## config.mk

```make
export PLATFORM = sky130hd
export DESIGN_NAME = pipeline_stall_controller
export DESIGN_NICKNAME = d
export VERILOG_FILES = /design/src/rtl/pipe_ctrl_pkg.sv /design/src/rtl/sat_counter.sv /design/src/rtl/pipeline_stall_controller.sv
export SDC_FILE = /design/constraint.sdc
export NUM_CORES = 1
export LEC_CHECK = 0
export CAP_MARGIN = 25
export CORE_UTILIZATION = 50
export DETAILED_ROUTE_END_ITERATION = 16
export DONT_BUFFER_PORTS = 1
export PLACE_DENSITY_LB_ADDON = 0.25
export REMOVE_ABC_BUFFERS = 1
export SLEW_MARGIN = 20
export SYNTH_ARGS = -nofsm -noshare
export SYNTH_HDL_FRONTEND = slang
export SYNTH_HIERARCHICAL = 1
export SYNTH_SLANG_ARGS = --single-unit
```

## constraint.sdc

```tcl
create_clock -name clk -period 2.39 [get_ports clk]
set_clock_uncertainty 0.15 [all_clocks]
set_input_delay 0.5975 -clock clk [delete_from_list [all_inputs] [get_ports clk]]
set_output_delay 0.5975 -clock clk [all_outputs]
set_load 0.1 [all_outputs]
```

## src/rtl/pipe_ctrl_pkg.sv

```systemverilog
// -----------------------------------------------------------------------------
// pipe_ctrl_pkg
// Shared types and default constants for the pipeline stall controller.
//   state_t           : controller FSM states (RUN, MEM_WAIT, FLUSH)
//   DEF_FLUSH_CYCLES  : default number of cycles IF/ID is flushed after a branch
//   DEF_MEM_TIMEOUT   : default MEM_WAIT cycle count that raises the timeout flag
// -----------------------------------------------------------------------------
package pipe_ctrl_pkg;

    typedef enum logic [1:0] {
        RUN      = 2'd0,
        MEM_WAIT = 2'd1,
        FLUSH    = 2'd2
    } state_t;

    localparam int unsigned DEF_FLUSH_CYCLES = 1;
    localparam int unsigned DEF_MEM_TIMEOUT  = 255;

endpackage

```

## src/rtl/sat_counter.sv

```systemverilog
// -----------------------------------------------------------------------------
// sat_counter
// Unsigned up-counter that saturates at MAX_VAL (default: all ones).
// Ports:
//   clk    : clock, rising edge
//   rst    : asynchronous reset, active-high, clears value
//   inc    : count up by one (ignored once at_max)
//   clr    : restart the count; together with inc the counter restarts at 1,
//            so the current cycle is counted as the first one
//   value  : current count
//   at_max : value has reached MAX_VAL
// -----------------------------------------------------------------------------
module sat_counter #(
    parameter int unsigned      WIDTH   = 8,
    parameter logic [WIDTH-1:0] MAX_VAL = '1
) (
    input  logic             clk,
    input  logic             rst,
    input  logic             inc,
    input  logic             clr,
    output logic [WIDTH-1:0] value,
    output logic             at_max
);

    assign at_max = (value == MAX_VAL);

    always_ff @(posedge clk or posedge rst) begin
        if (rst) begin
            value <= '0;
        end else if (clr) begin
            value <= inc ? WIDTH'(1) : '0;
        end else if (inc && !at_max) begin
            value <= value + WIDTH'(1);
        end
    end

endmodule

```

## src/rtl/pipeline_stall_controller.sv

```systemverilog
// -----------------------------------------------------------------------------
// pipeline_stall_controller
// Central sequencer for the 5-stage pipeline's freeze, bubble and flush
// controls. Combines the RAW hazard indication, the EXE-stage branch decision
// and the multicycle data-memory handshake. All control outputs are Mealy
// (same-cycle response); priority is memory wait > branch flush > hazard stall.
//
// Ports:
//   clk, rst         : clock (rising edge), asynchronous active-high reset
//   hazard_detected  : RAW hazard from the hazard detection unit
//   branch_taken     : taken branch/jump resolved in EXE
//   mem_req          : MEM stage has a load/store in flight
//   mem_ready        : data memory completes the access this cycle
//   freeze_pc        : hold PC
//   freeze_if_id     : hold IF/ID register
//   bubble_id_exe    : load NOP into ID/EXE
//   flush_if_id      : clear IF/ID register
//   freeze_all       : hold every pipeline register
//   mem_timeout_err  : sticky memory-timeout flag (cleared only by rst)
//   stall_cycles     : hazard-stall cycle count (optional)
//   flush_cycles     : flush cycle count (optional)
//
// Build option: define STALL_PERF_CNT_EN to build the two saturating
// performance counters; otherwise stall_cycles/flush_cycles read 0.
// -----------------------------------------------------------------------------
module pipeline_stall_controller
    import pipe_ctrl_pkg::*;
#(
    parameter int unsigned FLUSH_CYCLES = DEF_FLUSH_CYCLES,
    parameter int unsigned MEM_TIMEOUT  = DEF_MEM_TIMEOUT,
    parameter int unsigned CNT_W        = 32
) (
    input  logic             clk,
    input  logic             rst,
    input  logic             hazard_detected,
    input  logic             branch_taken,
    input  logic             mem_req,
    input  logic             mem_ready,
    output logic             freeze_pc,
    output logic             freeze_if_id,
    output logic             bubble_id_exe,
    output logic             flush_if_id,
    output logic             freeze_all,
    output logic             mem_timeout_err,
    output logic [CNT_W-1:0] stall_cycles,
    output logic [CNT_W-1:0] flush_cycles
);

    localparam int unsigned WAIT_W  = $clog2(MEM_TIMEOUT + 1);
    localparam int unsigned FLUSH_W = $clog2(FLUSH_CYCLES + 1);
    localparam logic [FLUSH_W-1:0] FLUSH_RELOAD = FLUSH_W'(FLUSH_CYCLES - 1);

    state_t             state, state_nxt;
    logic [FLUSH_W-1:0] flush_cnt, flush_cnt_nxt;
    logic [WAIT_W-1:0]  wait_cnt;
    logic               wait_at_max;
    logic               wait_load, wait_inc;
    logic               err_q, err_set;
    logic               mem_stall;

    logic freeze_pc_c, freeze_if_id_c, bubble_c, flush_c, freeze_all_c;

    assign mem_stall = mem_req & ~mem_ready;

    always_comb begin
        state_nxt      = state;
        flush_cnt_nxt  = flush_cnt;
        wait_load      = 1'b0;
        wait_inc       = 1'b0;
        freeze_pc_c    = 1'b0;
        freeze_if_id_c = 1'b0;
        bubble_c       = 1'b0;
        flush_c        = 1'b0;
        freeze_all_c   = 1'b0;

        unique case (state)
            RUN: begin
                if (mem_stall) begin
                    freeze_all_c   = 1'b1;
                    freeze_pc_c    = 1'b1;
                    freeze_if_id_c = 1'b1;
                    wait_load      = 1'b1;
                    state_nxt      = MEM_WAIT;
                end else if (branch_taken) begin
                    flush_c  = 1'b1;
                    bubble_c = 1'b1;
                    // A single-cycle flush is fully covered by this cycle.
                    if (FLUSH_CYCLES > 1) begin
                        state_nxt     = FLUSH;
                        flush_cnt_nxt = FLUSH_RELOAD;
                    end
                end else if (hazard_detected) begin
                    freeze_pc_c    = 1'b1;
                    freeze_if_id_c = 1'b1;
                    bubble_c       = 1'b1;
                end
            end

            MEM_WAIT: begin
                // Frozen every cycle, including the completing one; branch and
                // hazard sources are frozen too and re-present in RUN.
                freeze_all_c   = 1'b1;
                freeze_pc_c    = 1'b1;
                freeze_if_id_c = 1'b1;
                if (mem_stall) begin
                    wait_inc = 1'b1;
                end else begin
                    // Completed (mem_ready) or aborted (mem_req dropped).
                    state_nxt = RUN;
                end
            end

            FLUSH: begin
                if (mem_stall) begin
                    // Flushed slots already hold bubbles; drop the remainder.
                    freeze_all_c   = 1'b1;
                    freeze_pc_c    = 1'b1;
                    freeze_if_id_c = 1'b1;
                    wait_load      = 1'b1;
                    flush_cnt_nxt  = '0;
                    state_nxt      = MEM_WAIT;
                end else begin
                    flush_c  = 1'b1;
                    bubble_c = 1'b1;
                    if (branch_taken) begin
                        flush_cnt_nxt = FLUSH_RELOAD;
                    end else if (flush_cnt <= FLUSH_W'(1)) begin
                        flush_cnt_nxt = '0;
                        state_nxt     = RUN;
                    end else begin
                        flush_cnt_nxt = flush_cnt - FLUSH_W'(1);
                    end
                end
            end

            default: begin
                state_nxt     = RUN;
                flush_cnt_nxt = '0;
            end
        endcase
    end

    always_ff @(posedge clk or posedge rst) begin
        if (rst) begin
            state     <= RUN;
            flush_cnt <= '0;
        end else begin
            state     <= state_nxt;
            flush_cnt <= flush_cnt_nxt;
        end
    end

    // wait_cnt restarts at 1 on entry to MEM_WAIT and saturates at MEM_TIMEOUT.
    sat_counter #(
        .WIDTH   (WAIT_W),
        .MAX_VAL (WAIT_W'(MEM_TIMEOUT))
    ) u_wait_cnt (
        .clk    (clk),
        .rst    (rst),
        .inc    (wait_load | (wait_inc & ~wait_at_max)),
        .clr    (wait_load),
        .value  (wait_cnt),
        .at_max (wait_at_max)
    );

    // Flag is set on the same edge that wait_cnt reaches MEM_TIMEOUT.
    always_comb begin
        if (wait_load) begin
            err_set = (MEM_TIMEOUT == 1);
        end else begin
            err_set = wait_inc && (wait_cnt == WAIT_W'(MEM_TIMEOUT - 1));
        end
    end

    always_ff @(posedge clk or posedge rst) begin
        if (rst) begin
            err_q <= 1'b0;
        end else if (err_set) begin
            err_q <= 1'b1;
        end
    end

    // Combinational outputs would otherwise follow the inputs during reset.
    assign freeze_pc       = freeze_pc_c    & ~rst;
    assign freeze_if_id    = freeze_if_id_c & ~rst;
    assign bubble_id_exe   = bubble_c       & ~rst;
    assign flush_if_id     = flush_c        & ~rst;
    assign freeze_all      = freeze_all_c   & ~rst;
    assign mem_timeout_err = err_q;

`ifdef STALL_PERF_CNT_EN
    logic stall_at_max, flush_at_max;

    // freeze_pc together with a bubble only occurs for a RUN hazard stall.
    sat_counter #(
        .WIDTH (CNT_W)
    ) u_stall_cnt (
        .clk    (clk),
        .rst    (rst),
        .inc    (freeze_pc_c & bubble_c & ~stall_at_max),
        .clr    (1'b0),
        .value  (stall_cycles),
        .at_max (stall_at_max)
    );

    sat_counter #(
        .WIDTH (CNT_W)
    ) u_flush_cnt (
        .clk    (clk),
        .rst    (rst),
        .inc    (flush_c & ~flush_at_max),
        .clr    (1'b0),
        .value  (flush_cycles),
        .at_max (flush_at_max)
    );
`else
    assign stall_cycles = '0;
    assign flush_cycles = '0;
`endif

endmodule

```

# Yosys cells after proc, flatten, opt, wreduce, memory -nomap -nowiden
# Cells that the tools add are included.
# classes
n_mul	0
addsub	2
n_eq_ne	8
n_bitwise	10
n_mux	29
reduce_logical	8
div	0
order_cmp	1
shift	0
# ops
cell	count
$eq 8x8->1 const B	2
$mux 1	16
$mux 8	2
$mux 2	5
$add 8x1->8 const B	1
$pmux 1 s2	4
$and 1x1->1	6
$ne 3x3->1 const B	2
$pmux 2 s3	1
$ne 2x2->1 const B	2
$reduce_and 4->1	1
$reduce_or 2->1	2
$not 1->1	3
$pmux 1 s3	1
$eq 2x1->1 const B	1
$eq 2x2->1 const B	1
$logic_and 1x1->1	2
$logic_not 2->1	1
$reduce_bool 2->1	1
$le 1x1->1 const B	1
$logic_not 1->1	1
$or 1x1->1	1
$sub 1x1->1 const B	1
# totals
word_cells	62
reg_bits	12
memories	0
mem_bits_ro	0
ram_bits	0
output_inout_bits	70
latchBits	0

# Logic depth before layout (Yosys ltp)
# Gate-level depths: netlist (run 1).
# depth
word_depth	9
depth_mapped	7
ltp_nobuf	7

# By module
# The synthesis (run 1) kept the hierarchy.
# by_module_without_submodules
mod	instances	cells_per_inst	area_each_um2	seq_area_each_um2
pipeline_stall_controller	1	86	663.1	50.0
sat_counter	1	48	454.2	200.2

# Worst setup path before layout (run 1)
# OpenSTA, ideal clock, no wires.
# synth_timing
path_kind	in2out
from	input mem_ready
to	output freeze_pc
t_required_ps	1642
path_buffers	2
path_slack_ps	-1488
arrival_ps	3130
stages	4
cell_sequence	nand2b_1 -> clkbuf_1 -> a31oi_1 -> buf_4
# synth_via
elab_chain_cells	5
# synth_rtl
item	line	rtl
start, declared	pipeline_stall_controller.sv:38	input logic mem_ready,
$not 1->1 (*)	pipeline_stall_controller.sv:63	assign mem_stall = mem_req & ~mem_ready;
$and 1x1->1 (*)	pipeline_stall_controller.sv:63	
$mux 1 (on tied branches)	--	
$pmux 1 s3 (*)	--	
$and 1x1->1 (*)	--	
end, declared	pipeline_stall_controller.sv:39	output logic freeze_pc,
# Every way passes the cells marked *; elsewhere a longest branch is shown, timed or not.

# Final worst setup path (run 1)
# layout_timing
from	input mem_ready
to	output freeze_all
# layout_via
elab_chain_cells	5
# layout_rtl
item	line	rtl
$not 1->1	pipeline_stall_controller.sv:63	
$and 1x1->1	pipeline_stall_controller.sv:63	
$mux 1	pipeline_stall_controller.sv:78, pipeline_stall_controller.sv:114	
$pmux 1 s2	pipeline_stall_controller.sv:76	unique case (state)
$and 1x1->1	pipeline_stall_controller.sv:188	assign freeze_all = freeze_all_c & ~rst;
end, declared	pipeline_stall_controller.sv:43	output logic freeze_all,
# No other way between the ends.

==> impl_metrics.yaml, run 1 <==
sta:
  finalSetupViolations: 0
  max_freq_mhz: 462
  hold_viol_final: 0
  tns_ns: 0
  maxSlewViolCount: 0
  rsz0062_at_grt: "false"
  min_period_ns: 2.16
  worst_slack_ns: 0.227
  finalCritPeriodShare_pct: 90.5
clock_tree:
  cts_setup_buffers: 0
  cts.path.max_buffers: 2
  numCtsBuffers: 3
  tritoncts: "built"
  cts_sinks: 10
  clkLatencyLatePin_ns: 0.26
  cts-root-buf: "clkbuf_4"
  cts.htree.levels: 1
  clk_pin_slew_worst_paths_ns: 0.06
pwr:
  p_int_w: 0.000374
  total_leakage_power_nw: 0.539
  net-switching-power_w: 0.000749
  powerDensity_mw_per_mm2: 1080
  p_seq_share_pct: 22.8
  total_power_w: 0.00112
  swShare_pct: 66.7
  pwr-share-comb_pct: 67.2
  pwr-share-clk_pct: 9.9
  ir_drop_v: 0.000661
placement:
  dp_hpwl_um: 1250
  place_ws_ns: 0.224
  io_buffers: 0
  gp_congestion: 0.827
finish:
  drive_gt1_share_pct: 9.93
  multi_input_area_um2: 607
  regArea_um2: 250
  area_delta_synth_final_pct: -6.83
  fin_nets: 151
  n_fill_cell: 199
  n_antenna_cell: 0
  final_core_util_pct: 51.5
routing:
  drt-initial-drc-count: 34
  firstDrtPassIters: 4
  antenna_left: 0
  wire_per_inst_um: 9.52
  drc: 0
  vias_per_cell: 4.43
  wirelength_um: 1600
  vias: 745
min_path:
  hold_path.class: "primary input to async pin"
floorplan:
  dieArea_mm2: 0.00243
  core_mm2: 0.00202
  die_w_um: 49.3
  fp-row-count: 16
  die_h_um: 49.3
  initial_utilization_pct: 55.3
  ios: 76
outcome:
  status: "complete, no violations"
synth:
  avgSynthCellArea_um2: 8.34
  synth_top_flop_cell: "dfrtp_1"
  synth_edf_count: 0
  synth_warnings: 6
  syn_area_mm2: 0.00112
  ys_seq_area_share_pct: 22.4
  synth_cell_types: 32
  ys_ff_latch: 10
  synth_cells: 134
  synthArstFlopShare_pct: 100
critical_path:
  worstPathArrival_ns: 1.42
  critPathMaxFanout: 7
  reg2reg_slack_ns: 0.26
  r2r-start: "u_wait_cnt/value[0]"
  r2r_end: "u_wait_cnt/value[7]"
  cp-end-kind: "primary output"
  worst-r2r-cell-count: 7
  worst-setup-path-type: "primary input to primary output"
  timing.critical_path.required_ns: 1.64
  start_kind: "primary input"
grt:
  grt_max_degree: 9
  antenna_found_initial: 0
  grt_usage_pct: 14.2
  grt_pass1_wl_um: 2570
  grt_overflow_total: 0
  grt_pass1_vias: 581
flow_run:
  maxCapViolCount: 0
## power groups by stage
stage	clock network [W]	registers, W	logic (W)
global placement	0	0.000255	0.000752
global route	0.000125	0.000261	0.000789
floorplan	0	0.000246	0.000662
finish	0.000111	0.000256	0.000755
CTS	0.000117	0.000255	0.000755
detailed placement	0	0.000257	0.000752
## through the flow
| stage | instance area, um2 | hold slack (ns) | instances |
|---|---|---|---|
| 2_1_floorplan | 862 | 0.202 | 131 |
| 3_3_place_gp | 1010 | 0.215 | 164 |
| 3_5_place_dp | 1010 | 0.221 | 164 |
| 4_1_cts | 1040 | 0.0191 | 168 |
| 5_1_grt | 1040 | 0.0343 | 168 |
| 6_report | 1040 | 0.0175 | 168 |
## kinds of logic after synthesis
logic type                 Yosys count  synth area share (%)
other                                1                 0.336
DFF                                 10                  22.4
adders and majority gates            2                  2.24
muxes                                1                 0.896
AOI/OAI and AO/OA                   19                  12.8
xor gates and xnor gates             1                 0.784
buffers and inverters               72                  46.0
and+or+nand+nor                     28                  14.6
## cell usage after synthesis (2+ instances only)
cell,number,area [um2]
nand3_1,4,20.0
inv_1,6,22.5
ha_1,2,25.0
nor2_1,3,11.3
nand2_1,5,18.8
nand4_1,3,18.8
o21ai_0,3,15.0
buf_4,65,488
and4_1,2,17.5
nand2b_1,4,25.0
a21oi_1,5,25.0
a211oi_1,3,22.5
dfrtp_1,10,250
## flip-flops by register name (all words and copies together) (netlist names)
name,cells
state,1
mem_timeout_err,1
u_wait_cnt/value,8
## layout make-up
cell class	count	share of cell area (%)
multi-input cells	115	58.3
clock buffers	3	2.16
inverters	6	2.16
flip-flops and latches	10	24.0
repair buffers	7	10.1
well taps	27	3.25
## critical path: stages
cell and delay [ns]:
nand2b_1 0.25, ha_1 0.26, nor2_2 0.13, buf_12 0.19
## cells in the final DEF (no fill, tap or decap), types with 2 or more instances in the layout
cell,Yosys,routed
inv_1,6,6
nor2_1,3,2
dfrtp_1,10,10
buf_4,65,2
o21ai_0,3,3
nand2_1,5,5
conb_1,1,64
a21oi_1,5,5
ha_1,2,2
nand2b_1,4,4
nand4_1,3,3
a211oi_1,3,3
clkbuf_4,0,3
buf_12,0,4
nand3_1,4,4
and4_1,2,2
## how the worst max path moves through the flow
stage | from | to | slack (ns) | depth (start not counted)
global route | u_wait_cnt/value[0] | u_wait_cnt/value[7] | 0.11 | 7
floorplan | mem_ready | freeze_if_id | -2.44 | 2
global placement | mem_ready | freeze_all | 0.23 | 4
CTS | mem_ready | freeze_all | 0.22 | 4
finish | mem_ready | freeze_all | 0.23 | 4
detailed placement | mem_ready | freeze_all | 0.22 | 4
## timing repair
item,CTS,global route
gates resized for setup,0,0
hold buffers,1,0
hold endpoints to repair,2,0
## per-layer routing
layer	track usage, %	wire (um)
met5	0	0
met4	8.33	17
met3	5.61	170
met2	20.3	773
met1	17.7	636
Note: power is estimated with default switching activity, not from simulation.
==> run 2, diff against run 1 <==
--- a/config.mk
+++ b/config.mk
@@ -6,11 +6,13 @@
 export NUM_CORES = 1
 export LEC_CHECK = 0
 export CAP_MARGIN = 25
+export CORE_MARGIN = 5
 export CORE_UTILIZATION = 50
 export DETAILED_ROUTE_END_ITERATION = 16
 export DONT_BUFFER_PORTS = 1
 export PLACE_DENSITY_LB_ADDON = 0.25
 export REMOVE_ABC_BUFFERS = 1
+export SKIP_CTS_REPAIR_TIMING = 1
 export SLEW_MARGIN = 20
 export SYNTH_ARGS = -nofsm -noshare
 export SYNTH_HDL_FRONTEND = slang
==> constraint.sdc (replaced) <==
create_clock -name clk -period 2 [get_ports clk]
set_clock_uncertainty 0.15 [all_clocks]
set_input_delay 0.5 -clock clk [delete_from_list [all_inputs] [get_ports clk]]
set_output_delay 0.5 -clock clk [all_outputs]
set_load 0.1 [all_outputs]
==> impl_metrics.yaml, run 2 (synthesis gave the netlist of run 1 again) <==
finish:
  drive_gt1_share_pct: 20.4
  layout_common_cells: "conb_1 (64), buf_4 (15), dfrtp_1 (9)"
  final_common_cell: "conb_1"
  stdcell_area_mm2: 0.00119
  multi_input_area_um2: 613
  top_register: "u_wait_cnt/value"
  regArea_um2: 251
  final_core_util_pct: 54.9
  n_antenna_cell: 0
  fin_nets: 166
  n_fill_cell: 220
  area_delta_synth_final_pct: 6.61
  largest_reg_flops: 8
routing:
  drt-initial-drc-count: 10
  wirelength_um: 2070
  firstDrtPassIters: 4
  drc: 0
  wire_per_inst_um: 11.2
  antenna_left: 0
  vias_per_cell: 4.23
  vias: 782
grt:
  grt_pass1_wl_um: 2980
  grt_pass1_vias: 720
  grt_max_degree: 9
  grt_usage_pct: 11.7
  antenna_found_initial: 0
  grt_overflow_total: 0
clock_tree:
  clkLatencyLatePin_ns: 0.27
  cts_sinks: 10
  numCtsBuffers: 3
  clk_pin_slew_worst_paths_ns: 0.06
  cts-root-buf: "clkbuf_4"
  cts.htree.levels: 1
  tritoncts: "built"
  cts.path.max_buffers: 2
pwr:
  powerDensity_mw_per_mm2: 1260
  ir_drop_v: 0.000534
  total_power_w: 0.00150
  total_leakage_power_nw: 0.620
floorplan:
  core_mm2: 0.00217
  die_h_um: 57.3
  fp-row-count: 17
  ios: 76
  die_w_um: 57.3
  initial_utilization_pct: 51.5
  dieArea_mm2: 0.00328
sta:
  hold_viol_final: 0
  timing.hold.ws_ns: 0.320
  rsz0062_at_grt: "true"
  min_period_ns: 1.96
  finalCritPeriodShare_pct: 98.2
  finalSetupViolations: 0
  tns_ns: 0
  max_freq_mhz: 509
  maxSlewViolCount: 0
min_path:
  hold_path.class: "flip-flop to flip-flop"
  hold_depth: 2
critical_path:
  timing.critical_path.buf_inv: 2
  timing.critical_path.required_ns: 1.35
  cp_top_family: "buffers and inverters"
  critical_path.max_stage_delay_ns: 0.23
  worst-r2r-cell-count: 7
  path_cells: "nand2b_2 -> buf_4 -> a31oi_4 -> buf_12"
  worst-setup-path-type: "primary input to primary output"
  slowest_stage: "a31oi_4"
  cp_num_cells: 4
  worstPathArrival_ns: 1.31
  critPathMaxFanout: 5
  start_kind: "primary input"
  cp-end-kind: "primary output"
flow_run:
  maxCapViolCount: 0
placement:
  dp_hpwl_um: 1730
  io_buffers: 0
  placed_area_mm2: 0.00111
  gp_congestion: 0.868
outcome:
  status: "complete, no violations"
run 2: cell count changes in the layout (fill, tap and decap cells not counted), sizes merged:
cell / change
buf: +14
dlygate4sd3: +1
clkbuf: +1
run 2: path summary, 6_finish.rpt:
path                                     startpoint                   to  slack (ns)
max in group asynchronous                       rst  u_wait_cnt/value[1]        0.92
worst max-delay path                      mem_ready            freeze_pc        0.04
min in group asynchronous                       rst             state[0]        0.40
worst min register to register      mem_timeout_err      mem_timeout_err        0.32
worst max register to register  u_wait_cnt/value[0]  u_wait_cnt/value[5]        0.12
worst min-delay path                mem_timeout_err      mem_timeout_err        0.32
run 2: metrics by stage:
| stage | setup slack (ns) | cells |
|---|---|---|
| 3_5_place_dp | 0.00724 | 177 |
| 3_3_place_gp | 0.0215 | 177 |
| 6_report | 0.0357 | 185 |
| 4_1_cts | -0.0129 | 181 |
| 2_1_floorplan | -2.64 | 131 |
| 5_1_grt | -0.00198 | 185 |
run 2: power by group:
group,switching (W),leakage [nW],internal (W),total [W]
Sequential,0.0000398,0.127,0.000245,0.000285
Clock,0.0000761,0.0210,0.000110,0.000186
Combinational,0.000819,0.472,0.000214,0.00103
Total,0.000935,0.620,0.000569,0.00150
run 2: area by class of cell:
| cell class | count | share of cell area (%) |
|---|---|---|
| multi-input combinational | 115 | 51.5 |
| tap | 28 | 2.94 |
| timing repair buffer | 22 | 19.5 |
| clock buffer | 4 | 3.05 |
| inverter | 6 | 1.89 |
| sequential | 10 | 21.1 |
run 2: routing by layer:
layer / wire length [um] / vias to the layer above / GRT usage, % / part of all wire [%]
li1: - / 376 / - / -
met1: 816 / 353 / 14.5 / 39
met2: 999 / 51 / 18.9 / 48
met3: 228 / 2 / 2.71 / 11
met4: 22 / 0 / 5.63 / 1.1
met5: 0 / - / 0 / 0
run 2: tightest hold or removal path: stages, from the launching register on:
cell	delay (ns)
dfrtp_1	0.34
inv_1	0.05
o41ai_2	0.05
==> run 3, diff against run 2 <==
--- a/config.mk
+++ b/config.mk
@@ -10,6 +10,7 @@
 export CORE_UTILIZATION = 50
 export DETAILED_ROUTE_END_ITERATION = 16
 export DONT_BUFFER_PORTS = 1
+export GPL_TIMING_DRIVEN = 0
 export PLACE_DENSITY_LB_ADDON = 0.25
 export REMOVE_ABC_BUFFERS = 1
 export SKIP_CTS_REPAIR_TIMING = 1
==> impl_metrics.yaml, run 3 (synthesis gave the netlist of run 1 again) <==
critical_path:
  worstPathArrival_ns: 1.74
  slowest_stage: "a31oi_4"
  cp-end-kind: "primary output"
  worst-setup-path-type: "flip-flop to primary output"
  timing.critical_path.buf_inv: 2
  timing.critical_path.required_ns: 1.35
  start_kind: "flip-flop"
  cp_top_family: "compound AO/OA/AOI/OAI gates"
  critPathMaxFanout: 3
  path_cells: "inv_4 -> a31oi_4 -> clkbuf_16"
  critical_path.max_stage_delay_ns: 0.68
floorplan:
  core_mm2: 0.00217
  fp-row-count: 17
  initial_utilization_pct: 51.5
  ios: 76
  die_h_um: 57.3
  dieArea_mm2: 0.00328
  die_w_um: 57.3
routing:
  vias_per_cell: 4.32
  wl_met1_um: 760
  firstDrtPassIters: 4
  wire_per_inst_um: 11.7
  antenna_left: 0
  wirelength_um: 2020
  wl_met3_um: 255
  route.met2.wl_um: 942
  drc: 0
  drt-initial-drc-count: 28
  highest_layer: "met4"
  vias: 747
finish:
  largest_reg_flops: 8
  final_core_util_pct: 51.1
  final_cell_count_no_fill: 173
  n_fill_cell: 206
  final_common_cell: "conb_1"
  layout_common_cells: "conb_1 (64), dfrtp_1 (7), buf_4 (7)"
  area_delta_synth_final_pct: -0.784
  top_register: "u_wait_cnt/value"
  fin_nets: 154
  drive_gt1_share_pct: 19.3
  n_antenna_cell: 0
pwr:
  ir_drop_v: 0.000551
  powerDensity_mw_per_mm2: 1330
  total_leakage_power_nw: 0.553
grt:
  grt_max_degree: 9
  grt_usage_pct: 10.7
  grt_overflow_total: 0
  grt_pass1_vias: 621
  grt_pass1_wl_um: 2670
  antenna_found_initial: 0
clock_tree:
  numCtsBuffers: 3
  cts.path.max_buffers: 2
  clk_pin_slew_worst_paths_ns: 0.06
  cts_sinks: 10
  tritoncts: "built"
  cts-root-buf: "clkbuf_4"
  cts.htree.levels: 1
  clkLatencyLatePin_ns: 0.28
sta:
  tightest_slew_ns: 0.921
  hold_viol_final: 0
  maxSlewViolCount: 0
  finalCritPeriodShare_pct: 120
  timing.hold.ws_ns: 0.313
  worst_slack_ns: -0.391
  rsz0062_at_grt: "true"
  max_freq_mhz: 418
  finalSetupViolations: 4
  min_period_ns: 2.39
  slew_headroom_pct: 38.6
min_path:
  hold_path.class: "primary input to flip-flop"
placement:
  placedCellCount: 160
  dp_hpwl_um: 1480
  io_buffers: 0
  gp_congestion: 0.873
outcome:
  violations: "setup timing"
  status: "complete, but fails checks"
flow_run:
  maxCapViolCount: 0
## run 3: cell types whose count changed in the layout (fill, tap and decap cells not counted), moves of 2 or more
cell	before	now
dfrtp_1	9	7
dfrtp_2	1	3
buf_12	5	0
buf_4	15	7
## run 3: area by class of cell
class	instances	area (um2)	share of cell area, %
multi-input combinational	115	661	59.6
sequential	10	254	22.9
timing repair buffer	10	97.6	8.80
clock buffer	4	36.3	3.27
tap	28	35.0	3.16
inverter	6	25.0	2.26
## run 3: worst reg2reg max path: cells and delay by family (launching register included)
family,cells,cell delay [ns]
AND/OR/NAND/NOR,4,0.75
flip-flops,1,0.44
AO/OA/AOI/OAI,2,0.36
adder cells (fa/ha/maj),1,0.19
## run 3: power breakdown
group	internal [W]	switching, W
Clock	0.000111	0.0000791
Sequential	0.000249	0.0000631
Combinational	0.000162	0.000811
Total	0.000521	0.000953
## run 3: worst paths after layout
check                                    start                  end  slack [ns]  depth (start not counted)
max in group asynchronous                  rst  u_wait_cnt/value[1]        0.94                          2
min in group asynchronous                  rst      mem_timeout_err        0.40                          2
min reg2reg                u_wait_cnt/value[1]  u_wait_cnt/value[1]        0.44                          2
max                                   state[0]            freeze_pc       -0.39                          3
max reg2reg                u_wait_cnt/value[0]  u_wait_cnt/value[5]        0.07                          7
min                                    mem_req      mem_timeout_err        0.31                          2
## run 3: per-stage QoR
step / setup slack [ns] / power [W] / instance area (um2) / TNS [ns]
after floorplan: -2.64 / 0.00108 / 862 / -6.49
after global routing: -0.432 / 0.00154 / 1110 / -0.778
after CTS: -0.516 / 0.00136 / 978 / -2.82
after detailed placement: -0.490 / 0.00116 / 942 / -2.59
after global placement: -2.71 / 0.00112 / 897 / -7.53
final: -0.391 / 0.00147 / 1110 / -0.572
## run 3: metal layers
layer	track usage [%]	vias up
met2	15.2	62
met4	9.93	0
li1	-	353
met5	0	-
met3	2.49	5
met1	13.1	327
